File: src/rtl/fetch_pc_unit.sv
// Fetch-stage PC generator: exception/eret/branch/stall arbitration
// with a held redirect for branches that resolve during a stall.
module fetch_pc_unit #(
   parameter logic [31:0] RESET_PC  = 32'h0000_3000,
   parameter logic [31:0] EXC_ENTRY = 32'h0000_4180,
   parameter logic [31:0] IM_BASE   = 32'h0000_3000,
   parameter logic [31:0] IM_LIMIT  = 32'h0000_6FFC
) (
   input  logic        clk,
   input  logic        reset,
   input  logic        stopen,
   input  logic        br_valid,
   input  logic [31:0] br_target,
   input  logic        exc_req,
   input  logic        eret_req,
   input  logic [31:0] epc,
   output logic [31:0] PC_out,
   output logic [31:0] pc_plus8,
   output logic        adel_f,
   output logic        redirect_pending
);

   typedef enum logic {RUN, PEND} state_t;

   state_t      state;
   logic [31:0] pend_target;

   always_ff @(posedge clk or posedge reset) begin
      if (reset) begin
         PC_out           <= RESET_PC;
         state            <= RUN;
         pend_target      <= '0;
         redirect_pending <= 1'b0;
      end else if (exc_req) begin
         PC_out           <= EXC_ENTRY;
         state            <= RUN;
         redirect_pending <= 1'b0;
      end else if (eret_req) begin
         PC_out           <= epc;
         state            <= RUN;
         redirect_pending <= 1'b0;
      end else if (stopen) begin
         // the branch's delay slot is frozen in F; keep the target for later
         if (br_valid) begin
            pend_target      <= br_target;
            state            <= PEND;
            redirect_pending <= 1'b1;
         end
      end else if (br_valid) begin
         PC_out           <= br_target;
         state            <= RUN;
         redirect_pending <= 1'b0;
      end else if (state == PEND) begin
         PC_out           <= pend_target;
         state            <= RUN;
         redirect_pending <= 1'b0;
      end else begin
         PC_out <= PC_out + 32'd4;
      end
   end

   assign pc_plus8 = PC_out + 32'd8;

   assign adel_f = (PC_out[1:0] != 2'b00) |
                   (PC_out < IM_BASE)     |
                   (PC_out > IM_LIMIT);

endmodule

File: config.mk
export PLATFORM = sky130hd
export DESIGN_NAME = fetch_pc_unit
export DESIGN_NICKNAME = d
export VERILOG_FILES = /design/src/rtl/fetch_pc_unit.sv
export SDC_FILE = /design/constraint.sdc
export NUM_CORES = 1
export LEC_CHECK = 0
export ABC_AREA = 0
export CORE_MARGIN = 2
export CORE_UTILIZATION = 40
export CTS_CLUSTER_DIAMETER = 200
export DETAILED_ROUTE_END_ITERATION = 10
export PLACE_DENSITY = 0.68
export SKIP_LAST_GASP = 1
export SYNTH_ARGS = -nofsm -noshare
export SYNTH_HDL_FRONTEND = slang
export SYNTH_SLANG_ARGS = --single-unit
File: constraint.sdc
create_clock -name clk -period 1.9 [get_ports clk]
set_input_delay 0.19 -clock clk [delete_from_list [all_inputs] [get_ports clk]]
set_output_delay 0.19 -clock clk [all_outputs]
set_load 0.02 [all_outputs]
==> results.json <==
{
  "clk_latency_ns": 0.34,
  "pre_cts_slack_ns": -0.407,
  "cap_viol_max_count": 0,
  "clk_pin_slew_worst_paths_ns": 0.06,
  "synth_cell_type_count": 72,
  "seqPwrFrac_pct": 33.6,
  "switchingPower_w": 0.00155,
  "clock_skew_ns": 0.00774,
  "dpl.hpwl_mm": 13.2,
  "critPathKind": "reg -> out",
  "syn_nets": 605,
  "timing.fmax_mhz": 447,
  "post-route-min-period_ns": 2.24,
  "ys_ff_latch": 66,
  "tightestPinTransition_ns": 0.494,
  "yosys-top-cells-area": "dfrtp_1, mux2_2, a21oi_1, xnor2_1, xor2_1",
  "initial_core_util_pct": 40.5,
  "finalWirelength_mm": 19.5,
  "crit_cells": 6,
  "rrSetupSlack_ns": -0.26,
  "firstDrtPassIters": 7,
  "vias": 5525,
  "ir_worst_vdd_mv": 0.620,
  "drt-initial-drc-count": 627,
  "synth_edf_count": 0,
  "r2r-end": "PC_out[21]",
  "hold_buffers": 0,
  "setup_violations": 33,
  "cp_cell_sequence": "nand4_4, or3_4, nor2_4, buf_6, xor2_2, buf_6",
  "startpoint": "PC_out[12]",
  "place_area_sq_um": 7130,
  "routed_via_density": 5.96,
  "grt_pass1_vias": 5303,
  "numCtsBuffers": 9,
  "avgRoutedWirePerCell_um": 21.1,
  "io_pins": 136,
  "p_comb_share_pct": 28.6,
  "yosysSeqAreaShare_pct": 34.3,
  "hp-class": "in -> async",
  "synth_top_flop_cell": "dfrtp_1",
  "cp.arrival_ns": 2.05,
  "synth.avg_cell_area_sq_um": 9.05,
  "gp_congestion": 0.937,
  "worstPathRequired_ns": 1.71,
  "coreArea_sq_um": 11900,
  "rsz0062_at_grt": "true",
  "fin_area_sq_um": 8070,
  "critPathLaunchType": "flip-flop",
  "finalSetupTns_ns": -5.76,
  "rows": 40,
  "end_kind": "primary output",
  "slowest_stage": "dfstp_2",
  "antenna_found_initial": 0,
  "synth_common_cells": "dfrtp_1, a21oi_1, nand2_1",
  "cpLargestDelayFamily": "simple AND/OR/NAND/NOR gates",
  "fin_util_pct": 67.7,
  "synthCells": 533,
  "grt_pass1_wl_mm": 28.4,
  "cts_max_path_buffers": 2,
  "final_antenna_net_count": 0,
  "setup_ws_ns": -0.336,
  "async_flop_share_pct": 100,
  "rr_startpoint": "PC_out[12]",
  "status": "finished with violations",
  "cellLeakagePower_nw": 3.52,
  "reg2reg_depth": 8,
  "period_share_pct": 118,
  "synthToLayoutAreaGrowth_pct": 67.2,
  "switching_share_pct": 29.7,
  "ys.warnings.count": 0,
  "failed_checks": "setup timing",
  "grt_use_total_pct": 28.3,
  "die_w_um": 114,
  "root_buffer": "clkbuf_16",
  "syn_area_sq_um": 4830,
  "drive_gt1_share_pct": 42.7,
  "path_buf_inv": 2,
  "synth_top_area_share_pct": 33.2,
  "grt_max_degree": 67,
  "cts_tree": "done",
  "globalRouteOverflowTotal": 0,
  "crit_path_end": "pc_plus8[23]",
  "diodes": 0,
  "maxSlewViolCount": 0,
  "die-area_sq_um": 13000,
  "port_buffers": 135,
  "yosys.area.top_type": "dfrtp_1",
  "htree_levels": 3,
  "powerDensity_nw_per_um2": 649,
  "whs_ns": 0.241,
  "fin_nets": 848,
  "power.internal_w": 0.00368,
  "slowest_delay_ns": 0.58,
  "relSlewSlack_pct": 67.1,
  "drc_errors": 0,
  "hold_viol": 0,
  "p_clk_share_pct": 37.9,
  "synth_most_common_cell": "dfrtp_1",
  "dieHeight_um": 114,
  "cpMostUsedCell": "buf_6",
  "cts.sinks": 66,
  "cp_max_fo": 3
}
## power groups by stage
stage,Clock (W),Combinational (W),Sequential [W]
6_report,0.00198,0.00149,0.00176
5_1_grt,0.00204,0.00158,0.00178
4_1_cts,0.00198,0.00141,0.00174
3_5_place_dp,0,0.00139,0.00177
3_3_place_gp,0,0.00137,0.00175
2_1_floorplan,0,0.000687,0.00181
## cell families after synthesis
| family | count (synthesis) | synth area share (%) |
|---|---|---|
| buffers and inverters | 72 | 9.36 |
| and+or+nand+nor | 181 | 21.3 |
| adders and majority gates | 2 | 0.518 |
| xor gates and xnor gates | 40 | 7.26 |
| muxes | 39 | 8.94 |
| AOI/OAI and AO/OA | 133 | 18.3 |
| DFF | 66 | 34.3 |
## routing by layer
| metal | track usage (%) | wire length, um | vias up |
|---|---|---|---|
| li1 | - | - | 2430 |
| met4 | 11.0 | 613 | 0 |
| met3 | 4.46 | 1520 | 56 |
| met1 | 37.5 | 7810 | 2720 |
| met5 | 0 | 0 | - |
| met2 | 46.8 | 9590 | 319 |
## cells in the final DEF (no fill, tap or decap), types with 8 or more instances in the layout
cell type / instances
buf_4: 143
clkdlybuf4s50_1: 104
dfrtp_1: 54
a21oi_1: 40
mux2_2: 32
nand2_1: 28
buf_6: 27
nor2_1: 23
o21ai_0: 16
inv_1: 15
xnor2_1: 14
nor3_1: 13
nand4_1: 13
xor2_1: 11
o22ai_1: 11
dfrtp_2: 10
nor2b_1: 9
nand3_1: 9
o221ai_1: 9
nor4_4: 9
clkbuf_16: 9
nand2_2: 8
xor2_2: 8
## sequential cells by signal, summed over array words and instances, names as in the netlist
register,flops
state,1
PC_out,32
redirect_pending,1
pend_target,32
## per-stage QoR
stage	power, W	std cells
floorplan	0.00250	533
global placement	0.00312	886
detailed placement	0.00316	886
CTS	0.00513	915
global route	0.00540	927
finish	0.00523	927
## worst register-to-register path, cell delays in order (launching register included)
cell	delay [ns]
dfstp_2	0.58
nand4_4	0.11
buf_4	0.16
buf_4	0.16
nor4_4	0.21
buf_4	0.18
and3_1	0.18
o21ai_0	0.13
a211oi_1	0.33
## how the worst min path moves through the flow
stage | startpoint | end | slack [ns]
after floorplan | epc[12] | PC_out[12] | 0.31
after global placement | pend_target[31] | pend_target[31] | 0.47
after detailed placement | pend_target[31] | pend_target[31] | 0.48
after CTS | reset | pend_target[27] | 0.27
after global routing | reset | pend_target[27] | 0.29
final | reset | pend_target[27] | 0.24
## timing repair
| action | CTS | global route |
|---|---|---|
| pin swaps | 18 | 46 |
| hold endpoints to repair | 0 | 0 |
| buffers inserted | 14 | 14 |
| setup endpoints to repair | 41 | 49 |
| resized for setup | 161 | 81 |
## area by class of cell
type	instances	area [sq um]
clock buffer	10	239
tap	147	184
multi-input combinational	395	3260
clock inverter	5	103
inverter	17	63.8
sequential	66	1670
timing repair buffer	287	2550
fill	902	3840
No activity file was read; power rests on OpenSTA's default activity.
